[src/rtl/vga_pkg.sv]
// Shared XGA (1024x768@60, 65 MHz) timing constants, lock-state encoding and
// saturating counter helpers for the VGA capture path.
package vga_pkg;

  localparam int XGA_H_ACTIVE = 1024;
  localparam int XGA_H_FP     = 24;
  localparam int XGA_H_SYNC   = 136;
  localparam int XGA_H_BP     = 160;
  localparam int XGA_V_ACTIVE = 768;
  localparam int XGA_V_FP     = 3;
  localparam int XGA_V_SYNC   = 6;
  localparam int XGA_V_BP     = 29;
  localparam int XGA_H_TOTAL  = XGA_H_ACTIVE + XGA_H_FP + XGA_H_SYNC + XGA_H_BP;
  localparam int XGA_V_TOTAL  = XGA_V_ACTIVE + XGA_V_FP + XGA_V_SYNC + XGA_V_BP;
  localparam logic XGA_SYNC_POL = 1'b0;

  typedef enum logic [1:0] {
    ST_HUNT   = 2'd0,
    ST_CHECK  = 2'd1,
    ST_LOCKED = 2'd2
  } lock_state_e;

  function automatic logic [10:0] sat_inc11(input logic [10:0] v);
    return (v == 11'h7FF) ? v : v + 11'd1;
  endfunction

  function automatic logic [9:0] sat_inc10(input logic [9:0] v);
    return (v == 10'h3FF) ? v : v + 10'd1;
  endfunction

  function automatic logic [7:0] sat_inc8(input logic [7:0] v);
    return (v == 8'hFF) ? v : v + 8'd1;
  endfunction

endpackage

[src/rtl/vga_sync_edge.sv]
// One sync input: sample once, normalise polarity to "asserted = 1" and
// flag the first cycle of each asserted pulse.
module vga_sync_edge #(
  parameter logic POL = 1'b0
) (
  input  logic clk,
  input  logic rst,
  input  logic sync_in,
  output logic sync_edge
);

  logic s1_r;
  logic act_d_r;
  logic act_s;

  assign act_s     = (s1_r == POL);
  assign sync_edge = act_s & ~act_d_r;

  // Input register and delayed asserted level; reset parks the line deasserted.
  always_ff @(posedge clk) begin
    if (rst) begin
      s1_r    <= ~POL;
      act_d_r <= 1'b0;
    end else begin
      s1_r    <= sync_in;
      act_d_r <= act_s;
    end
  end

endmodule

[src/rtl/vga_capture.sv]
// Pixel-clock capture of an HS/VS/RGB stream: recovers x/y from the syncs,
// checks the line/frame totals against the timing parameters and qualifies pixels.
module vga_capture
  import vga_pkg::*;
#(
  parameter int   H_ACTIVE = XGA_H_ACTIVE,
  parameter int   H_FP     = XGA_H_FP,
  parameter int   H_SYNC   = XGA_H_SYNC,
  parameter int   H_BP     = XGA_H_BP,
  parameter int   V_ACTIVE = XGA_V_ACTIVE,
  parameter int   V_FP     = XGA_V_FP,
  parameter int   V_SYNC   = XGA_V_SYNC,
  parameter int   V_BP     = XGA_V_BP,
  parameter logic SYNC_POL = XGA_SYNC_POL
) (
  input  logic        clk,
  input  logic        rst,
  input  logic        HS,
  input  logic        VS,
  input  logic [11:0] RGB,
  output logic        pix_valid,
  output logic [10:0] pix_x,
  output logic [9:0]  pix_y,
  output logic [11:0] pix_rgb,
  output logic        frame_start,
  output logic        locked,
  output logic [7:0]  err_count
);

  localparam int H_TOTAL = H_ACTIVE + H_FP + H_SYNC + H_BP;
  localparam int V_TOTAL = V_ACTIVE + V_FP + V_SYNC + V_BP;
  localparam int HOFF    = H_SYNC + H_BP;
  localparam int VOFF    = V_SYNC + V_BP;

  localparam logic [10:0] H_LAST_L = 11'(H_TOTAL - 1);
  localparam logic [10:0] HOFF_L   = 11'(HOFF);
  localparam logic [10:0] HEND_L   = 11'(HOFF + H_ACTIVE);
  localparam logic [9:0]  V_LAST_L = 10'(V_TOTAL - 1);
  localparam logic [9:0]  VOFF_L   = 10'(VOFF);
  localparam logic [9:0]  VEND_L   = 10'(VOFF + V_ACTIVE);

  logic        hs_edge_s;
  logic        vs_edge_s;
  logic [11:0] s1_rgb_r;
  logic [11:0] s2_rgb_r;
  logic [10:0] hcnt_r;
  logic [9:0]  vcnt_r;
  logic        vs_pend_r;
  lock_state_e state_r;
  lock_state_e state_next_s;
  logic        err_inc_s;
  logic        line_ok_s;
  logic        frame_ok_s;
  logic        vreset_s;
  logic        active_s;
  logic        valid_s;
  logic [10:0] x_s;
  logic [9:0]  y_s;
  logic [11:0] rgb_s;

  vga_sync_edge #(.POL(SYNC_POL)) u_hs (
    .clk       (clk),
    .rst       (rst),
    .sync_in   (HS),
    .sync_edge (hs_edge_s)
  );

  vga_sync_edge #(.POL(SYNC_POL)) u_vs (
    .clk       (clk),
    .rst       (rst),
    .sync_in   (VS),
    .sync_edge (vs_edge_s)
  );

  // A VS edge only restarts the frame at the next line start (or the same one).
  assign vreset_s   = hs_edge_s & (vs_pend_r | vs_edge_s);
  assign line_ok_s  = (hcnt_r == H_LAST_L);
  assign frame_ok_s = (vcnt_r == V_LAST_L);

  // Lock FSM next state and error-count request.
  always_comb begin
    state_next_s = state_r;
    err_inc_s    = 1'b0;
    case (state_r)
      ST_HUNT: begin
        if (vreset_s) begin
          state_next_s = ST_CHECK;
        end else begin
          state_next_s = ST_HUNT;
        end
      end
      ST_CHECK: begin
        if (hs_edge_s && !line_ok_s) begin
          state_next_s = ST_HUNT;
        end else if (vreset_s) begin
          state_next_s = frame_ok_s ? ST_LOCKED : ST_HUNT;
        end else begin
          state_next_s = ST_CHECK;
        end
      end
      ST_LOCKED: begin
        if (hs_edge_s && (!line_ok_s || (vreset_s && !frame_ok_s))) begin
          state_next_s = ST_HUNT;
          err_inc_s    = 1'b1;
        end else begin
          state_next_s = ST_LOCKED;
        end
      end
      default: begin
        state_next_s = ST_HUNT;
      end
    endcase
  end

  // Pixel pipeline, position counters, lock state and error counter.
  always_ff @(posedge clk) begin
    if (rst) begin
      s1_rgb_r  <= 12'd0;
      s2_rgb_r  <= 12'd0;
      hcnt_r    <= 11'h7FF;
      vcnt_r    <= 10'h3FF;
      vs_pend_r <= 1'b0;
      state_r   <= ST_HUNT;
      locked    <= 1'b0;
      err_count <= 8'd0;
    end else begin
      s1_rgb_r <= RGB;
      s2_rgb_r <= s1_rgb_r;
      hcnt_r   <= hs_edge_s ? 11'd0 : sat_inc11(hcnt_r);
      if (vreset_s) begin
        vcnt_r <= 10'd0;
      end else if (hs_edge_s) begin
        vcnt_r <= sat_inc10(vcnt_r);
      end
      if (vreset_s) begin
        vs_pend_r <= 1'b0;
      end else if (vs_edge_s) begin
        vs_pend_r <= 1'b1;
      end
      state_r   <= state_next_s;
      locked    <= (state_next_s == ST_LOCKED);
      err_count <= err_inc_s ? sat_inc8(err_count) : err_count;
    end
  end

  // Active-area decode; coordinates and colour are forced to zero when not qualified.
  always_comb begin
    active_s = (hcnt_r >= HOFF_L) && (hcnt_r < HEND_L) &&
               (vcnt_r >= VOFF_L) && (vcnt_r < VEND_L);
    valid_s  = active_s && (state_r == ST_LOCKED);
    x_s      = 11'd0;
    y_s      = 10'd0;
    rgb_s    = 12'd0;
    if (valid_s) begin
      x_s   = hcnt_r - HOFF_L;
      y_s   = vcnt_r - VOFF_L;
      rgb_s = s2_rgb_r;
    end else begin
      x_s   = 11'd0;
      y_s   = 10'd0;
      rgb_s = 12'd0;
    end
  end

  // Registered pixel outputs.
  always_ff @(posedge clk) begin
    if (rst) begin
      pix_valid   <= 1'b0;
      pix_x       <= 11'd0;
      pix_y       <= 10'd0;
      pix_rgb     <= 12'd0;
      frame_start <= 1'b0;
    end else begin
      pix_valid   <= valid_s;
      pix_x       <= x_s;
      pix_y       <= y_s;
      pix_rgb     <= rgb_s;
      frame_start <= valid_s && (x_s == 11'd0) && (y_s == 10'd0);
    end
  end

endmodule

[config.mk]
export PLATFORM = sky130hd
export DESIGN_NAME = vga_capture
export DESIGN_NICKNAME = d
export VERILOG_FILES = /design/src/rtl/vga_pkg.sv /design/src/rtl/vga_sync_edge.sv /design/src/rtl/vga_capture.sv
export SDC_FILE = /design/constraint.sdc
export NUM_CORES = 1
export LEC_CHECK = 0
export ABC_AREA = 0
export CAP_MARGIN = 20
export CORE_ASPECT_RATIO = 0.6
export CORE_UTILIZATION = 54
export DETAILED_ROUTE_END_ITERATION = 12
export HOLD_SLACK_MARGIN = 0.05
export PLACE_DENSITY = 0.86
export SLEW_MARGIN = 10
export SYNTH_ARGS = -nofsm -noshare
export SYNTH_HDL_FRONTEND = slang
export SYNTH_SLANG_ARGS = --single-unit
[constraint.sdc]
create_clock -name clk -period 6.1 [get_ports clk]
set_clock_uncertainty 0.05 [all_clocks]
set_input_delay 0.61 -clock clk [delete_from_list [all_inputs] [get_ports clk]]
set_output_delay 0.61 -clock clk [all_outputs]
set_load 0.03 [all_outputs]
Yosys cells after proc, flatten, opt, wreduce, memory -nomap -nowiden

Cells that the tools add are included.

Bits in registers: 96
Bits of input ports: 16
Output and inout bits: 44
Logic and storage cells: 81

Add/subtract/negate cells: 5
Magnitude comparators: 4
Eq/ne operators: 10
Multiplexer cells: 15
Bitwise logic cells: 10
Reductions and logical operators: 20

Operators with widths:

| operator                | count |
|---|---|
| $mux W10                | 4 |
| $mux W11                | 3 |
| $eq A11 B11 Y1 const B  | 2 |
| $eq A10 B10 Y1 const B  | 2 |
| $add A11 B1 Y11 const B | 1 |
| $ge A11 B9 Y1 const B   | 1 |
| $logic_not A11 Y1       | 1 |
| $lt A11 B11 Y1 const B  | 1 |
| $sub A11 B9 Y11 const B | 1 |
| $add A10 B1 Y10 const B | 1 |
| $ge A10 B6 Y1 const B   | 1 |
| $logic_not A10 Y1       | 1 |
| $lt A10 B10 Y1 const B  | 1 |
| $sub A10 B6 Y10 const B | 1 |
| $logic_and A1 B1 Y1     | 9 |
| $add A8 B1 Y8 const B   | 1 |
| $eq A8 B8 Y1 const B    | 1 |
| $mux W2                 | 4 |
| $not A1 Y1              | 6 |
| $pmux W2 S3             | 1 |
| $eq A2 B2 Y1 const B    | 2 |
| $ne A2 B2 Y1 const B    | 2 |
| $reduce_and A2 Y1       | 2 |
| $reduce_or A2 Y1        | 2 |
| 8 further kinds         | 13 |

Logic depth before layout (Yosys ltp)

Gate-level depths: netlist of run 1.

Word-level depth: 10
Depth in mapped cells: 9

By module

Synthesis of run 1 repeated with hierarchy kept, for this count alone.

Cells, all modules: 401
Area, all modules: 3882.5 µm²

By module, submodules not included:

| module        | times used | cells an instance | area each (µm²) | sequential area each (µm²) |
|---|---|---|---|---|
| vga_capture   | 1          | 391               | 3774.9          | 1841.8 |
| vga_sync_edge | 2          | 5                 | 53.8            | 40.0 |

Worst setup path before layout of run 1

OpenSTA, ideal clock, no wires.

Kind: reg2reg
Start point: register vcnt_r[1]
End point: register frame_start
Data arrival time: 1913 ps
Required time: 5963 ps
Slack: 4050 ps
Stages on the path, launching flop included: 8
Period minus slack after synthesis: 2050 ps
Cells stage by stage: dfxtp_1 > ha_1 > buf_4 > and3_1 > nor2_1 > o32a_1 > or4b_1 > nor4b_2

Word-level cells in the longest chain between the ends: 8

RTL lines:

| item                   | RTL line           | text |
|---|---|---|
| start, declared        | vga_capture.sv:47  | `logic [9:0] vcnt_r;` |
| start signal, assigned | vga_capture.sv:133 | `vcnt_r <= sat_inc10(vcnt_r);` |
| $ge A10 B6 Y1          | vga_capture.sv:149 | `(vcnt_r >= VOFF_L) && (vcnt_r < VEND_L);` |
| $logic_and A1 B1 Y1    | vga_capture.sv:148 | `active_s = (hcnt_r >= HOFF_L) && (hcnt_r < HEND_L) &&` |
| $logic_and A1 B1 Y1    | vga_capture.sv:149 |  |
| $logic_and A1 B1 Y1    | vga_capture.sv:150 | `valid_s = active_s && (state_r == ST_LOCKED);` |
| $mux W11               | vga_capture.sv:154 | `if (valid_s) begin` |
| $logic_not A11 Y1      | vga_capture.sv:178 | `frame_start <= valid_s && (x_s == 11'd0) && (y_s == 10'd0);` |
| $logic_and A1 B1 Y1    | vga_capture.sv:178 |  |
| $logic_and A1 B1 Y1 *  | vga_capture.sv:178 |  |
| end signal, assigned   | vga_capture.sv:178 |  |
| end, declared          | vga_capture.sv:25  | `output logic frame_start,` |

Every way passes the cells marked *; elsewhere a longest branch is shown, timed or not.
A chain may end at the register's enable or synchronous reset.

Worst setup path in the final report of run 1

Start point: register vcnt_r[0]
End point: register frame_start

Same word-level chain as after synthesis.

==> results of run 1 <==
-- layout by cell type, fill, tap and decap left out, types with 5 or more instances in the layout --
cell type and n:
clkbuf_16 9, dfxtp_1 96, nand2_1 9, and3_1 7
and2_4 9, clkdlybuf4s50_1 58, a21o_1 7, o21bai_1 9
nor3_1 10, nor2b_1 25, a21oi_1 17, nand3_1 13
inv_1 8, or4_1 8, o21ai_0 5, nand4_1 8
o31ai_1 9, and2_1 6, nor2_1 38, ha_1 8
xnor2_1 20
-- layer usage --
metal	GRT usage [%]	vias to the layer above	wire, µm
li1	-	1480	-
met1	31.5	1450	3970
met2	32.9	137	3540
met3	8.68	10	763
met4	6.50	0	93
met5	0	-	0
-- worst paths after layout --
kind                       endpoint  slack, ns                     from  depth (start not counted)
min reg2reg  pix_rgb[11]$_SDFF_PP0_       0.38  s2_rgb_r[11]$_SDFF_PP0_                          1
max reg2reg  frame_start$_SDFF_PP0_       3.57   vcnt_r[0]$_SDFFE_PP1P_                          6
min          pix_rgb[11]$_SDFF_PP0_       0.38  s2_rgb_r[11]$_SDFF_PP0_                          1
max          frame_start$_SDFF_PP0_       3.57   vcnt_r[0]$_SDFFE_PP1P_                          6
-- through the flow --
stage	instances	worst slack [ns]	total power [mW]	cell area (µm²)	util, %
global placement	520	3.56	0.959	4490	65.6
detailed placement	520	3.50	0.970	4490	65.6
finish	536	3.57	1.53	4800	70.0
CTS	536	3.63	1.53	4800	70.0
global route	536	3.46	1.59	4800	70.0
floorplan	403	4.05	0.918	3940	-
-- synthesized netlist by cell type (9+ instances only) --
library cell	instances
a21oi_1	17
and2_4	9
buf_2	9
clkbuf_1	16
dfxtp_1	96
nand2_1	9
nand3_1	13
nor2_1	38
nor2b_1	25
nor3_1	10
o21bai_1	9
o31ai_1	9
xnor2_1	20
-- sequential cells by signal, indices dropped and copies added, names as in the netlist --
name and count:
vs_pend_r 1, pix_rgb 12, s1_rgb_r 12, pix_valid 1, u_hs.act_d_r 1, pix_x 11
u_vs.s1_r 1, u_vs.act_d_r 1, err_count 8, locked 1, s2_rgb_r 12, hcnt_r 11
frame_start 1, u_hs.s1_r 1, vcnt_r 10, pix_y 10, state_r 2
-- area by class of cell --
| type | instances | area, µm² | area share, % |
|---|---|---|---|
| clock buffer | 9 | 225 | 4.69 |
| clock inverter | 7 | 81.3 | 1.70 |
| multi-input combinational | 268 | 1830 | 38.2 |
| timing repair buffer | 60 | 593 | 12.4 |
| tap | 87 | 109 | 2.27 |
| sequential | 96 | 1920 | 40.1 |
| inverter | 9 | 33.8 | 0.704 |
-- power by group through the flow --
stage                     logic [mW]  registers [mW]  clock network, mW
after floorplan                0.225           0.693                  0
after global placement         0.222           0.737                  0
after detailed placement       0.229           0.741                  0
after CTS                      0.233           0.727              0.568
after global routing           0.259           0.734              0.602
final                          0.237           0.731              0.558
-- worst max-delay path, stage by stage (launching register included) --
cell and delay (ns):
dfxtp_1 0.55, ha_1 0.51, and3_1 0.24, nor2_1 0.05, o32a_1 0.30, or4b_1 0.48
nor4b_2 0.26
-- cell families (layout without fill, tap and decap cells) --
family / after synthesis / after routing / synth area share [%]
DFF: 96 / 96 / 48.8
adders and majority gates: 8 / 8 / 2.54
buffers and inverters: 39 / 85 / 4.58
AOI/OAI and AO/OA: 71 / 71 / 12.8
and+or+nand+nor: 164 / 164 / 25.5
xor gates and xnor gates: 25 / 25 / 5.76
==> summary.txt, run 1 <==
Status
  – Status: complete, but fails checks
  – Failing checks: design-rule violations

Finish
  – N_diodes: 0
  – Layout cells sized above 1: 9.58%
  – Post-layout nets: 468
  – Fillers: approximately 520
  – Area Overhead vs Synth: 21.9%

Job
  – Max Cap Viol: 0

Worst hold path
  – Hold Path Class: register to register

Logic synthesis
  – Synth Area per Inst: between 9 and 10 µm²
  – Register bit total from synthesis: 96
  – YS warnings: 0
  – Net Count, Synth: 427
  – Post-synth EDFFs: 0
  – Post-Syn Area: 3940 µm²
  – Synth top area cells: dfxtp_1 49%, xnor2_1 4.5%, nor2b_1 4.0%
  – Most used DFF post-synth: dfxtp_1
  – FFs w/ async S/R, synth: 0%
  – Register area share after synthesis: 48.8%
  – Share of the synthesized area in the top cell type: around 50%
  – Gate Count Post-Synth: a little over 400
  – Area leader, netlist: dfxtp_1
  – Post-synth cell types: 65

STA
  – RSZ-0062 raised after global routing: no
  – Final Cycle Share: 41.4%
  – Min Clock Period, post-route: 2.53 ns
  – Highest clock rate: 396 MHz
  – Fin. Hold Viols: 0
  – Tightest Pin Transition: 0.665 ns
  – Setup violations, final: 0
  – Slew HR: 55.5%
  – Setup_tns: 0 ns
  – Final Max Slew Viols: 0
  – Hold_ws: 0.378 ns

Die
  – CORE AREA: slightly below 7000 µm²
  – Initial Util: approximately 57%
  – # IOs: 60
  – Row cnt: 23
  – Overall die height: 68.1 µm
  – Total Die Area: 7640 µm²
  – Die Width: 112 µm

Placement
  – # port buffers: 59
  – Routability congestion estimate: 0.879
  – Dpl hpwl: 5.76 mm

Routing
  – TritonRoute pass-1 iters: 11
  – Antenna-violating nets left: 0
  – DRC errors left: 2
  – Initial DRC count: 218
  – Vias per inst: 5.74
  – Vias post-DR: between 3000 and 4000
  – Drt total wl: about 8.4 mm
  – Routed len/inst: 15.6 µm

Clocking
  – Num CTS Buffers: 9
  – Longest Clk Path Bufs: 2
  – Postcts setup bufs: 0
  – Clock root cell: clkbuf_16
  – CTS H-tree depth: 3
  – CTS tree: done
  – Cts hold-fix bufs: 0
  – Post-CTS sizing: 0
  – Clk_lat worst skew: 0.35 ns
  – Clock slew seen by the registers of the worst setup and hold paths: approximately 0.07 ns
  – TritonCTS Sinks: 96

Global route
  – Initial antenna violation count: 0
  – Total track usage: 22.7%
  – First-pass GRT wire length: 13.0 mm
  – Vias in the first global route: 2566
  – Largest net degree at the start of global routing: 63
  – Grt ovf: 0

Critical path
  – Required @ worst endpoint: 6.31 ns
  – Worst Setup Start Kind: register
  – CP Capture Type: register
  – Crit path kind: register to register
  – Worst-path maximum fanout: 11
  – WP data arrival: 2.74 ns

Power
  – Clock share of power: between 30% and 40%
  – Sequential Power Share: 47.9%
  – Worst vdd ir: 0.193 mV
  – Int Pwr: 1.06 mW
  – Cell Pwr Density: ~320 nW/µm²
  – Sw Pwr: 464 µW
  – Switching power share of the total: just over 30%
  – Combinational power share: between 15 and 20%
  – Leakage power: around 1.8 nW
Note: power is estimated with default switching activity, not from simulation.
==> run 2: changes to the inputs <==
--- a/config.mk
+++ b/config.mk
@@ -8,10 +8,10 @@
 export ABC_AREA = 0
 export CAP_MARGIN = 20
 export CORE_ASPECT_RATIO = 0.6
-export CORE_UTILIZATION = 54
+export CORE_UTILIZATION = 48
 export DETAILED_ROUTE_END_ITERATION = 12
 export HOLD_SLACK_MARGIN = 0.05
-export PLACE_DENSITY = 0.86
+export PLACE_DENSITY = 0.81
 export SLEW_MARGIN = 10
 export SYNTH_ARGS = -nofsm -noshare
 export SYNTH_HDL_FRONTEND = slang
==> constraint.sdc (replaced) <==
create_clock -name clk -period 2.2 [get_ports clk]
set_clock_uncertainty 0.05 [all_clocks]
set_input_delay 0.22 -clock clk [delete_from_list [all_inputs] [get_ports clk]]
set_output_delay 0.22 -clock clk [all_outputs]
set_load 0.03 [all_outputs]
==> run 2 against run 1 <==
Against the previous run:
- the run now ends clean
- critical endpoint unchanged
- final cell count increased by 8.6%
- clock power increased to 2.8 times the previous value
- highest routed layer unchanged
- die area increased by 12%
- largest cell class unchanged
- non-clock buffer count increased by 25
- clock-buffer cell count unchanged
- sequential cell count unchanged
- fmax increased by 18%
- routed wire length increased by 3.6%
- total power increased to 2.9 times the previous value
- cell area increased by 5.4%
- largest power group unchanged
- worst hold slack got worse by 0.0023 ns
- sequential power increased to 2.7 times the previous value
==> summary.txt, run 2 (synthesis gave the netlist of run 1 again) <==
Clocking
  – Longest Clk Path Bufs: 2
  – CTS tree: done
  – Cts hold-fix bufs: 0
  – Clock slew seen by the registers of the worst setup and hold paths: 0.07 ns
  – Clock root cell: clkbuf_16
  – Clk_lat worst skew: about 0.34 ns
  – Num CTS Buffers: 9
  – TritonCTS Sinks: 96
  – CTS H-tree depth: 3

Global route
  – Initial antenna violation count: 0
  – Grt ovf: 0
  – First-pass GRT wire length: about 14 mm
  – Vias in the first global route: between 2000 and 3000
  – Largest net degree at the start of global routing: a little over 60
  – Total track usage: 21.6%

Status
  – Status: finished, final reports clean

Critical path
  – Critical path cell sequence: inv_1, ha_1, nand2_1, nor3_1, nand4_1, or4b_1, nor4b_2
  – Reg2reg end: frame_start$_SDFF_PP0_
  – Critical-path top delay cell: or4b_1
  – FF-to-FF Start: vcnt_r[1]$_SDFFE_PP1P_
  – FF-to-FF setup slack: 0.05 ns
  – Required @ worst endpoint: 2.41 ns
  – Levels on crit path: 7
  – CP max stage delay: 0.56 ns
  – WP data arrival: roughly 2.4 ns
  – R2R cell count: 7
  – Worst Setup Start Kind: register
  – Critical path's top delay family: simple AND/OR/NAND/NOR gates
  – Worst setup startpoint: vcnt_r[1]$_SDFFE_PP1P_
  – Worst-path maximum fanout: 8
  – CP Capture Type: register
  – Critical Path Sink: frame_start$_SDFF_PP0_
  – Buf/Inv on CP: 1
  – Crit path kind: register to register

Die
  – Overall die height: 72.1 µm
  – Die Width: 119 µm
  – CORE AREA: between 7000 and 8000 µm²
  – # IOs: 60
  – Initial Util: 49.7%
  – Row cnt: 25
  – Total Die Area: approximately 8600 µm²

Routing
  – Antenna-violating nets left: 0
  – Vias per inst: 5.42
  – Vias post-DR: between 3000 and 4000
  – DRC errors left: 0
  – Drt total wl: 8.67 mm
  – TritonRoute pass-1 iters: 5
  – Routed len/inst: approximately 15 µm
  – Initial DRC count: 279

Finish
  – Register area: 1930 µm²
  – Fillers: 628
  – Post-layout nets: 493
  – Layout cells sized above 1: ~16%
  – Area of the multi-input gates: about 1900 µm²
  – Most common cell after layout, fill and taps aside: dfxtp_1
  – N_diodes: 0
  – Area Overhead vs Synth: 28.5%
  – Most frequent cells in the layout: 93 x dfxtp_1, 58 x clkdlybuf4s50_1, 38 x nor2_1
  – Regs by FF count: pix_rgb: 12 flops, s1_rgb_r: 12 flops, s2_rgb_r: 12 flops
  – Fin cells: ~580

Worst hold path
  – Hold Path Class: primary input to register
  – Hold depth: 2

Placement
  – Cell count after placement: 566
  – Routability congestion estimate: 0.895
  – Dpl hpwl: 5.93 mm
  – Placement Setup Slack: roughly 0.038 ns
  – # port buffers: 59

STA
  – Setup_tns: 0 ns
  – RSZ-0062 raised after global routing: yes
  – Fin. Hold Viols: 0
  – Setup violations, final: 0
  – Highest clock rate: 466 MHz
  – Tightest Pin Transition: 0.588 ns
  – Final Max Slew Viols: 0
  – Slew HR: approximately three fifths
  – Min Clock Period, post-route: between 2 and 2.5 ns
  – Hold_ws: between 0.3 and 0.4 ns
  – Final WS setup: roughly 0.053 ns
  – Final Cycle Share: 97.6%

Power
  – Int Pwr: 3.04 mW
  – Switching power share of the total: between 30% and 40%
  – Sequential Power Share: 44.7%
  – Cell Pwr Density: 863 nW/µm²
  – Combinational power share: 19.5%
  – Clock share of power: ~36%
  – Leakage power: 1.96 nW
  – Sw Pwr: 1.32 mW
  – Worst vdd ir: 0.426 mV

Job
  – Max Cap Viol: 0
[run 2: worst min-delay path by stage]
stage / slack (ns) / endpoint / startpoint
CTS: 0.37 / s1_rgb_r[4]$_SDFF_PP0_ / RGB[4]
finish: 0.38 / s1_rgb_r[4]$_SDFF_PP0_ / RGB[4]
detailed placement: 0.37 / pix_rgb[0]$_SDFF_PP0_ / s2_rgb_r[0]$_SDFF_PP0_
global route: 0.38 / s1_rgb_r[4]$_SDFF_PP0_ / RGB[4]
global placement: 0.36 / pix_rgb[0]$_SDFF_PP0_ / s2_rgb_r[0]$_SDFF_PP0_
floorplan: 0.27 / u_hs.s1_r$_SDFF_PP1_ / HS
[run 2: metrics by stage]
step | area, µm² | util [%] | power (mW)
after detailed placement | 4720 | 59.6 | 2.80
after floorplan | 3940 | - | 2.55
after global placement | 4720 | 59.6 | 2.77
after CTS | 5040 | 63.7 | 4.37
final | 5060 | 63.9 | 4.36
after global routing | 5060 | 63.9 | 4.56
[run 2: area by class of cell]
| type | count | share of cell area (%) |
|---|---|---|
| Multi-Input combinational cell | 268 | 36.8 |
| Inverter | 9 | 0.668 |
| Sequential cell | 96 | 38.1 |
| Tap cell | 108 | 2.67 |
| Timing Repair Buffer | 85 | 15.7 |
| Clock buffer | 9 | 4.45 |
| Clock inverter | 7 | 1.66 |
[run 2: repair_timing]
action                     4_1_cts  5_1_grt
setup buffers                    0        0
setup endpoints to repair        2       20
gates resized for setup          2        5
[run 2: power by group through the flow]
stage	combinational [mW]	sequential (mW)	clock [mW]
6_report	0.850	1.95	1.56
5_1_grt	0.929	1.96	1.67
4_1_cts	0.838	1.94	1.60
3_5_place_dp	0.825	1.97	0
3_3_place_gp	0.799	1.97	0
2_1_floorplan	0.623	1.92	0
[run 2: layer usage]
metal	part of all wire [%]	GRT usage, %	vias to the layer above
met1	48	31.1	1463
met3	8.9	6.13	11
met4	1.1	7.59	0
met2	42	30.9	143
li1	-	-	1535
met5	0	0	-
==> run 3: changes to the inputs <==
--- a/config.mk
+++ b/config.mk
@@ -8,6 +8,7 @@
 export ABC_AREA = 0
 export CAP_MARGIN = 20
 export CORE_ASPECT_RATIO = 0.6
+export CORE_MARGIN = 4
 export CORE_UTILIZATION = 48
 export DETAILED_ROUTE_END_ITERATION = 12
 export HOLD_SLACK_MARGIN = 0.05
==> run 3 against run 2 <==
Against the previous run:
- first-iteration DRC count shrank 14%
- die area rose by 14%
- core utilization grew 0.30 points
- clock power is essentially flat
- combinational power is 2.5% lower
==> summary.txt, run 3 (synthesis gave the netlist of run 1 again) <==
Routing
  – Routed len/inst: 15.4 µm
  – Drt total wl: approximately 8.9 mm
  – Initial DRC count: 239
  – TritonRoute pass-1 iters: 4
  – DRC errors left: 0
  – Antenna-violating nets left: 0
  – Vias post-DR: about 3100
  – Vias per inst: 5.37

STA
  – Final Cycle Share: 95.9%
  – Min Clock Period, post-route: 2.11 ns
  – Final Max Slew Viols: 0
  – Tightest Pin Transition: 0.630 ns
  – Setup_tns: 0 ns
  – RSZ-0062 raised after global routing: no
  – Hold_ws: 0.372 ns
  – Highest clock rate: 474 MHz
  – Setup violations, final: 0
  – Fin. Hold Viols: 0
  – Slew HR: 58.0%

Die
  – Die Width: 125 µm
  – Initial Util: 49.7%
  – Total Die Area: 9760 µm²
  – Row cnt: 25
  – # IOs: 60
  – Overall die height: ~78 µm
  – CORE AREA: 7910 µm²

Global route
  – Initial antenna violation count: 0
  – Grt ovf: 0
  – Vias in the first global route: 2908
  – First-pass GRT wire length: 14.1 mm
  – Total track usage: 18.0%
  – Largest net degree at the start of global routing: between 60 and 70

Power
  – Leakage power: ~2 nW
  – Worst vdd ir: approximately 0.44 mV
  – Cell Pwr Density: 853 nW/µm²

Clocking
  – Clock root cell: clkbuf_16
  – CTS H-tree depth: 3
  – Clock slew seen by the registers of the worst setup and hold paths: around 0.070 ns
  – TritonCTS Sinks: 96
  – Clk_lat worst skew: 0.34 ns
  – CTS tree: done
  – Num CTS Buffers: 9
  – Cts hold-fix bufs: 0
  – Longest Clk Path Bufs: 2

Finish
  – Layout cells sized above 1: about 17%
  – Most frequent cells in the layout: 93 x dfxtp_1, 58 x clkdlybuf4s50_1, 38 x nor2_1
  – Area Overhead vs Synth: 29.1%
  – Regs by FF count: pix_rgb: 12 flops, s1_rgb_r: 12 flops, s2_rgb_r: 12 flops
  – Register area: 1930 µm²
  – Post-layout nets: 490
  – Most common cell after layout, fill and taps aside: dfxtp_1
  – Fillers: 624
  – Area of the multi-input gates: 1920 µm²
  – N_diodes: 0

Status
  – Status: finished, final reports clean

Critical path
  – Required @ worst endpoint: 2.40 ns
  – Worst Setup Start Kind: register
  – Critical path's top delay family: simple AND/OR/NAND/NOR gates
  – Crit path kind: register to register
  – Critical path cell sequence: ha_4, and3_1, nor2_1, o32a_1, or4b_4, nor4b_4
  – WP data arrival: 2.31 ns
  – Critical-path top delay cell: or4b_4
  – CP Capture Type: register
  – Buf/Inv on CP: 0
  – CP max stage delay: 0.55 ns
  – Worst setup startpoint: vcnt_r[0]$_SDFFE_PP1P_
  – FF-to-FF Start: vcnt_r[0]$_SDFFE_PP1P_
  – Worst-path maximum fanout: 9

Placement
  – # port buffers: 59
  – Routability congestion estimate: 0.942
  – Dpl hpwl: around 6 mm

Job
  – Max Cap Viol: 0

Worst hold path
  – Hold Path Class: primary input to register
  – Hold Crit Start: RGB[5]
-- run 3: final timing paths --
path / slack (ns) / end / depth (start not counted)
worst max-delay path: 0.09 / frame_start$_SDFF_PP0_ / 6
worst min-delay path: 0.37 / s1_rgb_r[5]$_SDFF_PP0_ / 2
worst max register to register: 0.09 / frame_start$_SDFF_PP0_ / 6
worst min register to register: 0.38 / pix_rgb[1]$_SDFF_PP0_ / 1
-- run 3: stage by stage --
stage	worst slack, ns	instances	utilization (%)	instance area (µm²)	total power [mW]
after floorplan	0.150	403	-	3940	2.55
after global placement	0.115	562	59.1	4670	2.74
after detailed placement	-0.0191	562	59.1	4670	2.76
after CTS	0.0299	578	63.1	5000	4.30
after global routing	0.00168	579	64.2	5080	4.55
final	0.0909	579	64.2	5080	4.34
-- run 3: power by group --
part | switching (mW) | internal [mW] | leakage [nW]
clock network | 0.724 | 0.811 | 0.150
registers | 0.140 | 1.83 | 0.784
logic | 0.439 | 0.390 | 1.04
-- run 3: metal layers --
layer	part of all wire [%]	vias up	global-route usage (%)
li1	-	1530	-
met1	47	1455	24.1
met2	43	117	26.9
met3	8.8	10	7.61
met4	1.1	0	4.55
met5	0	-	0
-- run 3: final cells by class --
| cell class | instances | share of cell area [%] |
|---|---|---|
| multi-input combinational | 268 | 37.7 |
| clock buffer | 9 | 4.43 |
| inverter | 9 | 0.665 |
| timing repair buffer | 82 | 14.9 |
| clock inverter | 7 | 1.60 |
| tap | 108 | 2.66 |
| sequential | 96 | 38.0 |
-- run 3: timing repair --
item	4_1_cts	5_1_grt
setup buffers	0	1
gates cloned	0	0
pin swaps	0	5
setup endpoints to repair	1	21
resized for setup	4	18
-- run 3: worst reg2reg max path, delay by kind of cell, from the launching register on --
family	cells	cell delay, ns
adder cells (fa/ha/maj)	1	0.18
AND/OR/NAND/NOR	4	1.06
AO/OA/AOI/OAI	1	0.29
flip-flops	1	0.43
